<file path="config.mk">
export PLATFORM = sky130hd
export DESIGN_NAME = vga_capture
export DESIGN_NICKNAME = d
export VERILOG_FILES = /design/src/rtl/vga_pkg.sv /design/src/rtl/vga_cap_fifo.sv /design/src/rtl/vga_capture.sv
export SDC_FILE = /design/constraint.sdc
export NUM_CORES = 1
export LEC_CHECK = 0
export ABC_AREA = 0
export CORE_MARGIN = 4
export CORE_UTILIZATION = 63
export CTS_CLUSTER_SIZE = 14
export DETAILED_ROUTE_END_ITERATION = 8
export HOLD_SLACK_MARGIN = 0.03
export PLACE_DENSITY = 0.84
export SLEW_MARGIN = 20
export SYNTH_ARGS = -nofsm -noshare
export SYNTH_HDL_FRONTEND = slang
export SYNTH_HIERARCHICAL = 1
export SYNTH_SLANG_ARGS = --single-unit
</file>
<file path="constraint.sdc">
create_clock -name clk -period 13.2 [get_ports clk]
set_input_delay 1.32 -clock clk [delete_from_list [all_inputs] [get_ports clk]]
set_output_delay 1.32 -clock clk [all_outputs]
set_load 0.01 [all_outputs]
</file>
<file path="src/rtl/vga_pkg.sv">
// Shared definitions for the VGA capture path.
//   HActiveDef / VActiveDef : default active-area geometry (640x480)
//   WrStrb                  : byte strobe for a 24-bit pixel in a 32-bit word
//   cap_state_e             : capture FSM states
//   pix_entry_t             : one buffered pixel with its coordinates
package vga_pkg;

  localparam int unsigned HActiveDef = 640;
  localparam int unsigned VActiveDef = 480;

  localparam logic [3:0] WrStrb = 4'b0111;

  typedef enum logic [1:0] {
    StIdle,
    StArm,
    StCapture
  } cap_state_e;

  typedef struct packed {
    logic [9:0]  x;
    logic [8:0]  y;
    logic [23:0] rgb;
  } pix_entry_t;

endpackage

</file>
<file path="src/rtl/vga_cap_fifo.sv">
// Synchronous FIFO of pixel entries.
//   clk, clrn    : clock, asynchronous active-low reset
//   push_i       : write request; accepted when not full, or when full and a pop happens too
//   push_data_i  : entry to write
//   pop_i        : read request; ignored when empty
//   pop_data_o   : head entry, stable until popped
//   full_o       : Depth entries held
//   empty_o      : no entries held
module vga_cap_fifo
  import vga_pkg::*;
#(
  parameter int unsigned Depth = 8
) (
  input  logic       clk,
  input  logic       clrn,
  input  logic       push_i,
  input  pix_entry_t push_data_i,
  input  logic       pop_i,
  output pix_entry_t pop_data_o,
  output logic       full_o,
  output logic       empty_o
);

  localparam int unsigned AW = $clog2(Depth);

  // One extra pointer bit distinguishes full from empty.
  logic [AW:0] wr_ptr_q, wr_ptr_d;
  logic [AW:0] rd_ptr_q, rd_ptr_d;
  pix_entry_t  mem_q [Depth];
  logic        do_push, do_pop;

  assign empty_o = (wr_ptr_q == rd_ptr_q);
  assign full_o  = (wr_ptr_q[AW] != rd_ptr_q[AW]) &&
                   (wr_ptr_q[AW-1:0] == rd_ptr_q[AW-1:0]);

  assign do_pop  = pop_i && !empty_o;
  // A pop in the same cycle frees the slot, so a full FIFO can still accept.
  assign do_push = push_i && (!full_o || do_pop);

  always_comb begin
    wr_ptr_d = wr_ptr_q;
    rd_ptr_d = rd_ptr_q;
    if (do_push) wr_ptr_d = wr_ptr_q + 1'b1;
    if (do_pop)  rd_ptr_d = rd_ptr_q + 1'b1;
  end

  always_ff @(posedge clk or negedge clrn) begin
    if (!clrn) begin
      wr_ptr_q <= '0;
      rd_ptr_q <= '0;
    end else begin
      wr_ptr_q <= wr_ptr_d;
      rd_ptr_q <= rd_ptr_d;
    end
  end

  always_ff @(posedge clk) begin
    if (do_push) mem_q[wr_ptr_q[AW-1:0]] <= push_data_i;
  end

  assign pop_data_o = mem_q[rd_ptr_q[AW-1:0]];

endmodule

</file>
<file path="src/rtl/vga_capture.sv">
// Pixel-stream receiver: registers the VGA stream, tags active pixels with {x,y} and writes them
// into the framebuffer through a valid/ready write-master port.
//   clk, clrn          : clock, asynchronous active-low reset
//   cap_en             : capture enable (level)
//   vga_r/g/b, hsync, vsync, valid : pixel stream (syncs active-low)
//   WriteAddrOut/DataOut/Strb/Valid, SlaverWriteReady : write-master port
//   busy               : FSM not idle or writes still pending
//   frame_done         : one-cycle pulse at the vsync fall that ends a captured frame
//   overflow           : sticky, a pixel was dropped on a full buffer
//   drop_cnt           : dropped-pixel count, only when VGA_CAP_DROP_CNT_EN is defined
module vga_capture
  import vga_pkg::*;
#(
  parameter logic [31:0] BASE_ADDR  = 32'h5000_0000,
  parameter int unsigned H_ACTIVE   = HActiveDef,
  parameter int unsigned V_ACTIVE   = VActiveDef,
  parameter int unsigned FIFO_DEPTH = 8
) (
  input  logic        clk,
  input  logic        clrn,
  input  logic        cap_en,
  input  logic [7:0]  vga_r,
  input  logic [7:0]  vga_g,
  input  logic [7:0]  vga_b,
  input  logic        hsync,
  input  logic        vsync,
  input  logic        valid,
  output logic [31:0] WriteAddrOut,
  output logic [31:0] WriteDataOut,
  output logic [3:0]  WriteStrb,
  output logic        WriteValid,
  input  logic        SlaverWriteReady,
  output logic        busy,
  output logic        frame_done,
  output logic        overflow
`ifdef VGA_CAP_DROP_CNT_EN
  ,
  output logic [15:0] drop_cnt
`endif
);

  localparam logic [9:0] HMax = 10'(H_ACTIVE);
  localparam logic [8:0] VMax = 9'(V_ACTIVE);

  // Input stage and delayed copies for edge detection
  logic [7:0] r_q, g_q, b_q;
  logic       hsync_q, vsync_q, valid_q;
  logic       vsync_dly_q, valid_dly_q;

  cap_state_e state_q, state_d;
  logic [9:0] x_q, x_d;
  logic [8:0] y_q, y_d;
  logic       frame_done_q, frame_done_d;
  logic       overflow_q, overflow_d;
`ifdef VGA_CAP_DROP_CNT_EN
  logic [15:0] drop_cnt_q, drop_cnt_d;
`endif

  logic       vsync_fall, valid_fall;
  logic       push, pop, drop;
  logic       fifo_full, fifo_empty;
  pix_entry_t push_entry, head;

  // Line timing comes entirely from valid; hsync is sampled but not needed.
  logic unused_hsync;
  assign unused_hsync = hsync_q;

  assign vsync_fall = vsync_dly_q && !vsync_q;
  assign valid_fall = valid_dly_q && !valid_q;

  assign push  = (state_q == StCapture) && valid_q && (x_q < HMax) && (y_q < VMax);
  assign pop   = WriteValid && SlaverWriteReady;
  assign drop  = push && fifo_full && !pop;

  assign push_entry = '{x: x_q, y: y_q, rgb: {r_q, g_q, b_q}};

  always_comb begin
    state_d      = state_q;
    x_d          = x_q;
    y_d          = y_q;
    frame_done_d = 1'b0;
    overflow_d   = overflow_q;
`ifdef VGA_CAP_DROP_CNT_EN
    drop_cnt_d   = drop_cnt_q;
`endif
    unique case (state_q)
      StIdle: begin
        if (cap_en) begin
          state_d    = StArm;
          overflow_d = 1'b0;
`ifdef VGA_CAP_DROP_CNT_EN
          drop_cnt_d = '0;
`endif
        end
      end
      StArm: begin
        if (!cap_en) begin
          state_d = StIdle;
        end else if (vsync_fall) begin
          state_d = StCapture;
          x_d     = '0;
          y_d     = '0;
        end
      end
      StCapture: begin
        if (vsync_fall) begin
          frame_done_d = 1'b1;
          x_d          = '0;
          y_d          = '0;
          if (!cap_en) state_d = StIdle;
        end else if (valid_fall) begin
          x_d = '0;
          if (y_q < VMax) y_d = y_q + 9'd1;
        end else if (valid_q && (x_q < HMax)) begin
          // Saturating at H_ACTIVE keeps overlong lines from wrapping back into range.
          x_d = x_q + 10'd1;
        end
      end
      default: state_d = StIdle;
    endcase
    if (drop) begin
      overflow_d = 1'b1;
`ifdef VGA_CAP_DROP_CNT_EN
      if (drop_cnt_q != 16'hFFFF) drop_cnt_d = drop_cnt_q + 16'd1;
`endif
    end
  end

  always_ff @(posedge clk or negedge clrn) begin
    if (!clrn) begin
      r_q          <= '0;
      g_q          <= '0;
      b_q          <= '0;
      hsync_q      <= 1'b0;
      vsync_q      <= 1'b0;
      valid_q      <= 1'b0;
      vsync_dly_q  <= 1'b0;
      valid_dly_q  <= 1'b0;
      state_q      <= StIdle;
      x_q          <= '0;
      y_q          <= '0;
      frame_done_q <= 1'b0;
      overflow_q   <= 1'b0;
`ifdef VGA_CAP_DROP_CNT_EN
      drop_cnt_q   <= '0;
`endif
    end else begin
      r_q          <= vga_r;
      g_q          <= vga_g;
      b_q          <= vga_b;
      hsync_q      <= hsync;
      vsync_q      <= vsync;
      valid_q      <= valid;
      vsync_dly_q  <= vsync_q;
      valid_dly_q  <= valid_q;
      state_q      <= state_d;
      x_q          <= x_d;
      y_q          <= y_d;
      frame_done_q <= frame_done_d;
      overflow_q   <= overflow_d;
`ifdef VGA_CAP_DROP_CNT_EN
      drop_cnt_q   <= drop_cnt_d;
`endif
    end
  end

  vga_cap_fifo #(
    .Depth(FIFO_DEPTH)
  ) u_fifo (
    .clk        (clk),
    .clrn       (clrn),
    .push_i     (push),
    .push_data_i(push_entry),
    .pop_i      (pop),
    .pop_data_o (head),
    .full_o     (fifo_full),
    .empty_o    (fifo_empty)
  );

  // Address/data are zeroed when idle so the port reads all-zero out of reset.
  assign WriteValid   = !fifo_empty;
  assign WriteAddrOut = WriteValid ? (BASE_ADDR | {13'b0, head.x, head.y}) : '0;
  assign WriteDataOut = WriteValid ? {8'h00, head.rgb} : '0;
  assign WriteStrb    = WriteValid ? WrStrb : 4'b0000;

  assign busy       = (state_q != StIdle) || !fifo_empty;
  assign frame_done = frame_done_q;
  assign overflow   = overflow_q;
`ifdef VGA_CAP_DROP_CNT_EN
  assign drop_cnt   = drop_cnt_q;
`endif

endmodule

</file>
Yosys cells after proc, flatten, opt, wreduce, memory -nomap -nowiden
Memories as Yosys holds them, arrays and structs flattened.
Index checks and enable logic that the tools add are counted.
{ "word_totals": {"output_inout_bits": 72, "inputBits": 31, "mem_count": 1, "ram_bits": 344, "wordCells": 91, "reg_bits": 59} }
{ "mem_list": {"columns": ["name", "depth", "width", "read_ports", "rd_clocked_by_memory_dff", "write_ports", "line", "text"], "rows": [
  ["u_fifo.mem_q", 8, 43, 1, 0, 1, "vga_cap_fifo.sv:29", "pix_entry_t mem_q [Depth];"]
]} }
{ "classes": {"n_mux": 28, "eq_ne": 14, "n_addsub": 4, "reduce_logical": 28, "n_lt_le_gt_ge": 2} }
{ "ops": {"columns": ["operator", "count"], "rows": [
  ["$mux 10", 5],
  ["$mux 9", 5],
  ["$mux 31", 1],
  ["$mux 24", 1],
  ["$pmux 10 s2", 1],
  ["$pmux 9 s2", 1],
  ["$logic_and 1x1->1", 12],
  ["$add 10x1->10 const B", 1],
  ["$lt 10x10->1 const B", 1],
  ["$mux 2", 5],
  ["$ne 2x2->1 const B", 5],
  ["$add 9x1->9 const B", 1],
  ["$lt 9x9->1 const B", 1],
  ["$add 4x1->4 const B", 2],
  ["$reduce_and 4->1", 2],
  ["$reduce_bool 2->1", 4],
  ["$mux 1", 7],
  ["$ne 3x3->1 const B", 2],
  ["$pmux 2 s3", 1],
  ["$logic_not 1->1", 5],
  ["$reduce_and 5->1", 1],
  ["$eq 4x4->1", 1],
  ["$ne 4x3->1 const B", 1],
  ["$eq 3x3->1", 1],
  ["other kinds (8)", 9]
]} }

Depth between registers and ports, before layout
Gate-level depths: netlist of run 1.
{ "logic_depth": {"ltp_word": 8, "depth_mapped": 10, "depth_no_buf": 8} }

Cells and area by module
Netlist of run 1, hierarchy kept.
{ "modules_own_cells": {"columns": ["mod", "cells_each", "area_each_um2", "seq_area_each_um2", "n_inst"], "rows": [
  ["vga_cap_fifo", 552, 13447.9, 10530.1, 1],
  ["vga_capture", 241, 2531.2, 1276.2, 1]
]} }

Least setup slack after synthesis of run 1
No wires, ideal clock.
{ "synth_timing": {"kind": "input to register", "start": "input SlaverWriteReady", "end": "memory u_fifo/mem_q[4][0] (netlist name) (enable)", "setup_time_ns": 0.566, "n_path_buf": 0, "cell_stages": 3, "t_required_ns": 12.634, "setup_slack_ns": 6.170, "arrival_time_ns": 6.465, "path_cell_list": "nor2b_1 > nor3_1 > nor4b_1"} }
{ "synth_via": {"elab_chain_cells": 6} }
{ "synth_lines": {"columns": ["item", "line", "text"], "rows": [
  ["start: declaration", "vga_capture.sv:32", "input logic SlaverWriteReady,"],
  ["$logic_and 1x1->1", "vga_capture.sv:72", "assign pop = WriteValid && SlaverWriteReady;"],
  ["$logic_and 1x1->1", "vga_cap_fifo.sv:36", "assign do_pop = pop_i && !empty_o;"],
  ["$logic_or 1x1->1", "vga_cap_fifo.sv:38", "assign do_push = push_i && (!full_o || do_pop);"],
  ["$logic_and 1x1->1", "vga_cap_fifo.sv:38", null],
  ["$mux 1", "vga_cap_fifo.sv:58", "if (do_push) mem_q[wr_ptr_q[AW-1:0]] <= push_data_i;"],
  ["$mux 1 (implied by the code)", "vga_cap_fifo.sv:58", null],
  ["end: declaration", "vga_cap_fifo.sv:29", null]
]} }
No other way between the ends.

Worst setup path after layout of run 1
{ "layout_timing": {"start": "register u_fifo.rd_ptr_q[0]", "end": "output busy"} }
{ "layout_via": {"elab_chain_cells": 3} }
{ "layout_lines": {"columns": ["item", "line", "text"], "rows": [
  ["start: declaration", "vga_cap_fifo.sv:28", "logic [AW:0] rd_ptr_q, rd_ptr_d;"],
  ["start signal: assignment", "vga_cap_fifo.sv:53", "rd_ptr_q <= rd_ptr_d;"],
  ["$eq 4x4->1", "vga_cap_fifo.sv:32", "assign empty_o = (wr_ptr_q == rd_ptr_q);"],
  ["named net fifo_empty", "vga_capture.sv:61", "logic fifo_full, fifo_empty;"],
  ["$logic_not 1->1", "vga_capture.sv:186", "assign busy = (state_q != StIdle) || !fifo_empty;"],
  ["$logic_or 1x1->1", "vga_capture.sv:186", null],
  ["end: declaration", "vga_capture.sv:33", "output logic busy,"]
]} }
The timed path passes the listed nets, and every way through them passes these cells.

==> flow_metrics.env, run 1 <==
export IMPL_overflow=0
export IMPL_yosys_warnings=6
export IMPL_placed_area_sq_mm=0.0171
export IMPL_nets=929
export IMPL_crit_required_ps=11880
export IMPL_crit_path_end_kind="output port"
export IMPL_yosysTopAreaCell="edfxtp_1"
export IMPL_netlist_instances=793
export IMPL_num_rows=58
export IMPL_leakagePower_nw=6.21
export IMPL_cts_root_buf="clkbuf_16"
export IMPL_slowest_stage="dfrtp_4"
export IMPL_worst_path_max_fanout=41
export IMPL_hold_viol=0
export IMPL_p_per_area_mw_per_mm2=201
export IMPL_worstMarginPinSlew_ps=1040
export IMPL_layout_drive_gt1_share_pct=25.3
export IMPL_rsz0062_at_grt="false"
export IMPL_postCtsSetupBuffers=0
export IMPL_multi_input_area_sq_mm=0.00385
export IMPL_num_vias=7799
export IMPL_cap_violations=0
export IMPL_cts_htree_levels=2
export IMPL_cts_tree="done"
export IMPL_hpwl_um=16700
export IMPL_worst_clock_skew_ps=14.3
export IMPL_final_max_slew_viol_count=0
export IMPL_synth_ff_type="edfxtp_1"
export IMPL_ys_ff_latch=403
export IMPL_status="finished clean"
export IMPL_n_antenna_cell=0
export IMPL_grt_util_met3_pct=3.64
export IMPL_cp_cell_sequence="xnor2_1 -> nand3_1 -> nor2_4 -> buf_4 -> inv_1 -> or3_1 -> clkdlybuf4s50_1"
export IMPL_setup_viol=0
export IMPL_min_path_type="register to register"
export IMPL_yosysSeqAreaShare_pct=73.9
export IMPL_grt_usage_pct=22.6
export IMPL_totalWireLength_um=31300
export IMPL_fin_crit_sh_pct=41.7
export IMPL_critical_path_arrival_ps=4180
export IMPL_area_delta_synth_final_pct=15.2
export IMPL_core_area_sq_mm=0.0250
export IMPL_relSlewSlack_pct=30.8
export IMPL_synthArstFlopShare_pct=14.6
export IMPL_tns_ps=0
export IMPL_portBuffers=81
export IMPL_final_antenna_net_count=0
export IMPL_dieWidth_um=167
export IMPL_cts_buffer_depth=3
export IMPL_yosysUniqueCellTypes=58
export IMPL_syn_area_sq_mm=0.0160
export IMPL_fmax_mhz=182
export IMPL_busiest_layer="met2"
export IMPL_synth_edf_count=344
export IMPL_grt_util_met1_pct=32.8
export IMPL_final_fill_count=1346
export IMPL_die_area_sq_mm=0.0280
export IMPL_fin_area_sq_mm=0.0184
export IMPL_cts_resized=0
export IMPL_ir_worst_vdd_mv=0.130
export IMPL_place_congestion=0.778
export IMPL_synth_area_top_cells="edfxtp_1 (65%), mux4_2 (12%), dfrtp_1 (9.2%)"
export IMPL_ctsHoldBuffers=0
export IMPL_avgSynthCellArea_sq_um=20.2
export IMPL_gr_usage_met2_pct=37.4
export IMPL_grt_pass1_vias=8200
export IMPL_drcViolationCount=0
export IMPL_wire_per_inst_um=24.9
export IMPL_vias_per_cell=6.22
export IMPL_drt_iter0_drc=941
export IMPL_ioPinCount=103
export IMPL_die_h_um=167
export IMPL_yosysTopAreaCellShare_pct=64.6
export IMPL_final_common_cell="edfxtp_1"
export IMPL_clock_sinks=403
export IMPL_crit_path_max_incr_delay_ps=940
export IMPL_clk_pin_slew_ps=60
export IMPL_critPathKind="register to output port"
export IMPL_grt_pass1_wl_um=48600
export IMPL_initial_core_util_pct=63.8
export IMPL_grt_max_degree=60
export IMPL_period_minus_slack_ps=5500
export IMPL_clk_latency_ps=520
export IMPL_layout_common_cells="edfxtp_1 (344), mux4_2 (86), clkdlybuf4s50_1 (80)"
export IMPL_register_area_sq_mm=0.0118
export IMPL_drtPass1Iterations=5
export IMPL_cts_made_buffers=40
export IMPL_startpoint_type="register"
export IMPL_antenna_found_initial=0
==> cells by family after synthesis <==
logic type | synth area share (%)
flops | 73.9
mux | 15.7
simple gates | 4.63
buf+inv | 2.90
compound gates | 2.08
xor+xnor | 0.493
fa+ha+maj | 0.313
other cells | 0.0235
==> routing by layer <==
metal  wire (um)  share of wire [%]  up-vias
li1            -                  -     3354
met1       12800                 41     4081
met5           0                  0        -
met4         617                2.0        0
met2       15900                 51      317
met3        1960                6.3       47
==> worst max-delay path: cells and delay by family, from the launching register on <==
kind / cells / cell delay, ps
AND/OR/NAND/NOR: 3 / 1300
XOR/XNOR: 1 / 210
buffers and inverters: 3 / 1190
flip-flops: 1 / 940
==> cell type report <==
cell class	instances	area share (%)
tap	330	2.24
timing repair buffer	104	5.43
clock buffer	58	6.41
sequential	403	64.2
multi-input combinational	338	20.9
inverter	7	0.143
clock inverter	14	0.666
==> per-stage QoR <==
stage          setup slack, ps  util, %  total power, W  hold WS [ps]  instances
6_report                  7700     73.5         0.00369           389       1254
5_1_grt                   7390     73.5         0.00385           412       1254
4_1_cts                   7700     73.4         0.00370           390       1253
3_5_place_dp              8280     68.2         0.00260           373       1181
3_3_place_gp              8300     68.2         0.00258           370       1181
2_1_floorplan             6170        -         0.00223           359        812
==> registers in the layout, summed over array words and instances (netlist names) <==
| name | flops |
|---|---|
| frame_done | 1 |
| y_q | 9 |
| state_q | 2 |
| u_fifo/wr_ptr_q | 4 |
| x_q | 10 |
| vsync_q | 1 |
| overflow | 1 |
| u_fifo/mem_q | 344 |
| g_q | 8 |
| u_fifo/rd_ptr_q | 4 |
| r_q | 8 |
| valid_dly_q | 1 |
| b_q | 8 |
| vsync_dly_q | 1 |
| valid_q | 1 |
==> worst paths after layout <==
check	from	to	slack, ps	cells after the start
worst max-delay path	u_fifo/rd_ptr_q[0]	busy	7700	7
worst min-delay path	vsync_q	vsync_dly_q	390	0
worst max register to register	u_fifo/rd_ptr_q[0]	u_fifo/mem_q[5][3]	8500	9
worst min register to register	vsync_q	vsync_dly_q	390	0
max in group asynchronous	clrn	u_fifo/rd_ptr_q[1]	11500	2
min in group asynchronous	clrn	r_q[6]	1010	2
==> power by group <==
group	switching (W)	internal (W)
clock network	0.000441	0.000660
registers	0.000122	0.00143
logic	0.000427	0.000611
==> cells in the mapped netlist (all sizes together), types with 2 or more instances <==
cell type and number:
nand3 5, o21bai 2, nand2b 5, ha 4, o21ai 9, or4b 2
nor2 13, buf 48, nor3 5, xnor2 8, edfxtp 344, or4 3
nor4 6, and2b 3, or3 4, nand4 5, o311ai 4, a21oi 9
nand2 18, inv 7, a31oi 6, nor2b 44, o31ai 4, o41ai 3
mux4 86, and3 2, dfrtp 59, clkbuf 16, nor4b 4, mux2 46
mux2i 4
(Power assumes the default switching activity.)
==> run 2: changes to the inputs <==
CORE_UTILIZATION = 59   (was 63)
PLACE_DENSITY = 0.8   (was 0.84)
clock period = 5.29 ns   (was 13.2 ns; I/O delays follow)
==> run 2 against run 1 <==
Net effect: wire length decreased by 0.41%; flip-flop and latch count stayed put; final cell count up 0.72%; worst hold slack worse by 350 ps; non-clock buffer count rose by 2; combinational power grew to 2.6 times the previous value; power rose by 150%; clock skew shrank 4.8 ps; via count grew 0.27%; design area is essentially flat.
==> flow_metrics.env, run 2 (same netlist as run 1, synthesis figures left out) <==
export IMPL_rsz0062_at_grt="false"
export IMPL_worst_clock_skew_ps=9.54
export IMPL_grt_pass1_wl_um=48800
export IMPL_fin_crit_sh_pct=76.5
export IMPL_grt_util_met3_pct=3.38
export IMPL_r2r_slack_ps=1540
export IMPL_crit_required_ps=4760
export IMPL_cts_buffer_depth=3
export IMPL_clk_latency_ps=520
export IMPL_final_util_pct=69.8
export IMPL_crit_path_max_incr_delay_ps=570
export IMPL_grt_usage_pct=21.1
export IMPL_rr_worst_depth=8
export IMPL_n_antenna_cell=0
export IMPL_timing_rr_end="u_fifo/mem_q[1][36]"
export IMPL_cts_resized=0
export IMPL_cp_cell_sequence="xnor2_1 -> nand3_1 -> nor2_4 -> buf_4 -> inv_1 -> or3_1 -> clkdlybuf4s50_1"
export IMPL_layout_common_cells="edfxtp_1 (344), mux4_2 (86), clkdlybuf4s50_1 (80)"
export IMPL_grt_util_met1_pct=29.1
export IMPL_final_antenna_net_count=0
export IMPL_largest_reg_flops=344
export IMPL_min_path_type="input port to asynchronous set/reset pin"
export IMPL_slowest_stage="dfrtp_1"
export IMPL_hold_viol=0
export IMPL_place_congestion=0.760
export IMPL_totalWireLength_um=31100
export IMPL_cts_tree="done"
export IMPL_drtPass1Iterations=6
export IMPL_clk_pin_slew_ps=60
export IMPL_total_power_w=0.00915
export IMPL_ioPinCount=103
export IMPL_portBuffers=81
export IMPL_r2r_start="u_fifo/wr_ptr_q[2]"
export IMPL_leakagePower_nw=6.20
export IMPL_fmax_mhz=247
export IMPL_postCtsSetupBuffers=0
export IMPL_nets=931
export IMPL_antenna_found_initial=0
export IMPL_cts_htree_levels=2
export IMPL_num_vias=7820
export IMPL_core_area_sq_mm=0.0264
export IMPL_final_common_cell="edfxtp_1"
export IMPL_busiest_layer="met2"
export IMPL_setup_viol=0
export IMPL_grt_max_degree=79
export IMPL_clock_sinks=403
export IMPL_die_h_um=173
export IMPL_relSlewSlack_pct=27.3
export IMPL_cts_root_buf="clkbuf_16"
export IMPL_p_per_area_mw_per_mm2=498
export IMPL_layout_drive_gt1_share_pct=25.0
export IMPL_status="finished clean"
export IMPL_drt_iter0_drc=700
export IMPL_period_minus_slack_ps=4040
export IMPL_register_area_sq_mm=0.0118
export IMPL_critPathTopFamily="buffers and inverters"
export IMPL_num_rows=59
export IMPL_crit_path_end_kind="output port"
export IMPL_final_fill_count=1522
export IMPL_cap_violations=0
export IMPL_hpwl_um=16400
export IMPL_area_delta_synth_final_pct=15.1
export IMPL_initial_core_util_pct=60.6
export IMPL_gr_usage_met2_pct=35.9
export IMPL_wire_per_inst_um=24.7
export IMPL_critical_path_arrival_ps=3520
export IMPL_multi_input_area_sq_mm=0.00384
export IMPL_critPathKind="register to output port"
export IMPL_ir_worst_vdd_mv=0.485
export IMPL_cts_made_buffers=40
export IMPL_die_area_sq_mm=0.0298
export IMPL_drcViolationCount=0
export IMPL_worst_path_max_fanout=44
export IMPL_grt_pass1_vias=8169
export IMPL_vias_per_cell=6.19
export IMPL_final_max_slew_viol_count=0
export IMPL_ctsHoldBuffers=0
export IMPL_dieWidth_um=173
export IMPL_worstMarginPinSlew_ps=1090
export IMPL_overflow=0
export IMPL_worst_path_buf_inv=3
export IMPL_startpoint_type="register"
==> run 2: power by group <==
group	internal [W]	total (W)	switching, W
sequential	0.00358	0.00374	0.000161
combinational	0.00152	0.00269	0.00117
clock	0.00160	0.00272	0.00112
total	0.00670	0.00915	0.00245
==> run 2: layout make-up <==
class	count	area share [%]
Inverter	7	0.143
Sequential cell	403	64.2
Timing Repair Buffer	106	5.58
Clock buffer	61	6.26
Multi-Input combinational cell	338	20.9
Clock inverter	13	0.639
Tap cell	335	2.28
==> run 2: how the worst max path moves through the flow <==
stage / start / to / slack [ps] / cells past startpoint
2_1_floorplan: u_fifo/wr_ptr_q[0] / u_fifo/mem_q[4][0] / -1480 / 8
3_3_place_gp: u_fifo/rd_ptr_q[1] / u_fifo/mem_q[1][0] / 1640 / 8
3_5_place_dp: u_fifo/wr_ptr_q[2] / u_fifo/mem_q[1][37] / 1580 / 8
4_1_cts: u_fifo/wr_ptr_q[0] / busy / 1220 / 7
5_1_grt: u_fifo/wr_ptr_q[0] / busy / 1010 / 7
6_report: u_fifo/wr_ptr_q[2] / busy / 1250 / 7
==> run 2: routing by layer <==
| metal | vias to the layer above | routed length, um |
|---|---|---|
| li1 | 3358 | - |
| met1 | 4108 | 12700 |
| met2 | 300 | 16000 |
| met3 | 54 | 1760 |
| met4 | 0 | 648 |
| met5 | - | 0 |
==> run 2: per-stage QoR <==
| stage | hold slack, ps | area, sq um | std cells | setup WS, ps | setup TNS (ps) |
|---|---|---|---|---|---|
| after floorplan | 233 | 16100 | 812 | -1480 | -288210 |
| after global placement | 372 | 17100 | 1188 | 1640 | 0 |
| after detailed placement | 374 | 17100 | 1188 | 1580 | 0 |
| after CTS | 57.1 | 18400 | 1262 | 1220 | 0 |
| after global routing | 74.7 | 18400 | 1263 | 1010 | 0 |
| final | 40.0 | 18400 | 1263 | 1250 | 0 |
==> run 3: changes to the inputs <==
CORE_UTILIZATION = 53   (was 59)
PLACE_DENSITY = 0.75   (was 0.8)
clock period = 3.3 ns   (was 5.29 ns; I/O delays follow)
==> run 3 against run 2 <==
Net effect: non-clock buffer count rose by 14; design area increased by 2.7%; critical endpoint is now WriteDataOut[1]; combinational power increased by 68%; critical path type unchanged; power up 67%; via count fell by 2.5%; largest power group unchanged; final cell count up 5.6%; clock-buffer cell count is 8 lower; global-route usage fell by 2.3 points; sequential share of layout area down 1.7 points.
==> flow_metrics.env, run 3 (same netlist as run 1, synthesis figures left out) <==
export IMPL_dieWidth_um=182
export IMPL_overflow=0
export IMPL_cts_made_buffers=41
export IMPL_totalWireLength_um=30600
export IMPL_cp_cell_sequence="buf_4 -> mux4_2 -> mux2_2 -> nor2b_1 -> clkdlybuf4s50_1"
export IMPL_cts_tree="done"
export IMPL_layout_common_cells="edfxtp_1 (344), mux4_2 (86), clkdlybuf4s50_1 (80)"
export IMPL_relSlewSlack_pct=35.4
export IMPL_final_antenna_net_count=0
export IMPL_fmax_mhz=316
export IMPL_worstMarginPinSlew_ps=969
export IMPL_crit_path_max_incr_delay_ps=590
export IMPL_drtPass1Iterations=5
export IMPL_ir_worst_vdd_mv=0.444
export IMPL_die_area_sq_mm=0.0330
export IMPL_final_common_cell="edfxtp_1"
export IMPL_cts_buffer_depth=3
export IMPL_initial_core_util_pct=53.8
export IMPL_setup_viol=0
export IMPL_num_rows=63
export IMPL_grt_pass1_vias=8046
export IMPL_die_h_um=182
export IMPL_ioPinCount=103
export IMPL_clk_latency_ps=530
export IMPL_cts_root_buf="clkbuf_16"
export IMPL_area_delta_synth_final_pct=18.3
export IMPL_final_setup_worst_slack_ps=138
export IMPL_crit_path_end_kind="output port"
export IMPL_vias_per_cell=5.71
export IMPL_layout_drive_gt1_share_pct=27.3
export IMPL_p_per_area_mw_per_mm2=808
export IMPL_worst_clock_skew_ps=16.3
export IMPL_grt_pass1_wl_um=47700
export IMPL_drcViolationCount=0
export IMPL_clk_pin_slew_ps=60
export IMPL_grt_usage_pct=18.8
export IMPL_portBuffers=81
export IMPL_leakagePower_nw=6.37
export IMPL_pre_cts_slack_ps=386
export IMPL_final_max_slew_viol_count=0
export IMPL_stdcell_count=1334
export IMPL_antenna_found_initial=0
export IMPL_worst_path_buf_inv=2
export IMPL_worst_path_max_fanout=9
export IMPL_cts_htree_levels=2
export IMPL_wire_per_inst_um=22.9
export IMPL_period_minus_slack_ps=3160
export IMPL_clock_sinks=403
export IMPL_slowest_stage="dfrtp_4"
export IMPL_status="finished clean"
export IMPL_dpl_cell_count=1255
export IMPL_hold_viol=0
export IMPL_cap_violations=0
export IMPL_fin_crit_sh_pct=95.8
export IMPL_crit_required_ps=2970
export IMPL_critPathKind="register to output port"
export IMPL_largest_reg_flops=344
export IMPL_num_vias=7623
export IMPL_final_util_pct=63.6
export IMPL_core_area_sq_mm=0.0297
export IMPL_nets=946
export IMPL_critPathTopFamily="multiplexers"
export IMPL_grt_max_degree=60
export IMPL_startpoint_type="register"
export IMPL_rsz0062_at_grt="false"
export IMPL_drt_iter0_drc=719
export IMPL_critical_path_arrival_ps=2830
export IMPL_place_congestion=0.715
export IMPL_hpwl_um=17300
export IMPL_n_antenna_cell=0
export IMPL_min_path_type="input port to register"
-- run 3: per-stage QoR --
step                      hold WS [ps]  total power (W)  instance area [sq um]  setup TNS, ps
after global placement             369           0.0106                  17400              0
after floorplan                   34.4          0.00902                  16200          -1080
after CTS                          213           0.0155                  18900              0
final                              238           0.0153                  18900              0
after detailed placement           375           0.0106                  17400              0
after global routing               213           0.0160                  18900              0
-- run 3: path summary, 6_finish.rpt --
kind	start	end	slack (ps)	depth (start not counted)
min in group asynchronous	clrn	b_q[1]	490	2
max reg2reg	x_q[7]	u_fifo/mem_q[5][6]	490	6
min reg2reg	vsync_q	vsync_dly_q	390	0
max in group asynchronous	clrn	u_fifo/rd_ptr_q[0]	2090	2
max	u_fifo/rd_ptr_q[0]	WriteDataOut[1]	140	5
min	vga_r[1]	r_q[1]	240	1
-- run 3: what timing repair did --
item                                    CTS  global route
resized for setup                         1             2
buffers inserted                          2             0
pin swaps                                 0             1
hold buffers                              1             0
endpoints found under the setup margin   38             2
hold endpoints to repair                 59             0
-- run 3: routing by layer --
layer / share of wire (%) / global-route usage (%)
met5: 0 / 0
met4: 1.4 / 4.20
met3: 5.4 / 3.59
met2: 51 / 31.5
met1: 42 / 26.2
-- run 3: power breakdown --
group	total, W	internal (W)	switching, W
sequential	0.00599	0.00573	0.000253
clock	0.00476	0.00292	0.00184
combinational	0.00453	0.00259	0.00194
-- run 3: layout make-up --
| cell class | count | area (sq um) |
|---|---|---|
| Clock buffer | 53 | 1140 |
| Fill cell | 1981 | 10800 |
| Sequential cell | 403 | 11800 |
| Multi-Input combinational cell | 338 | 3930 |
| Inverter | 7 | 26.3 |
| Timing Repair Buffer | 120 | 1230 |
| Clock inverter | 23 | 269 |
| Tap cell | 390 | 488 |
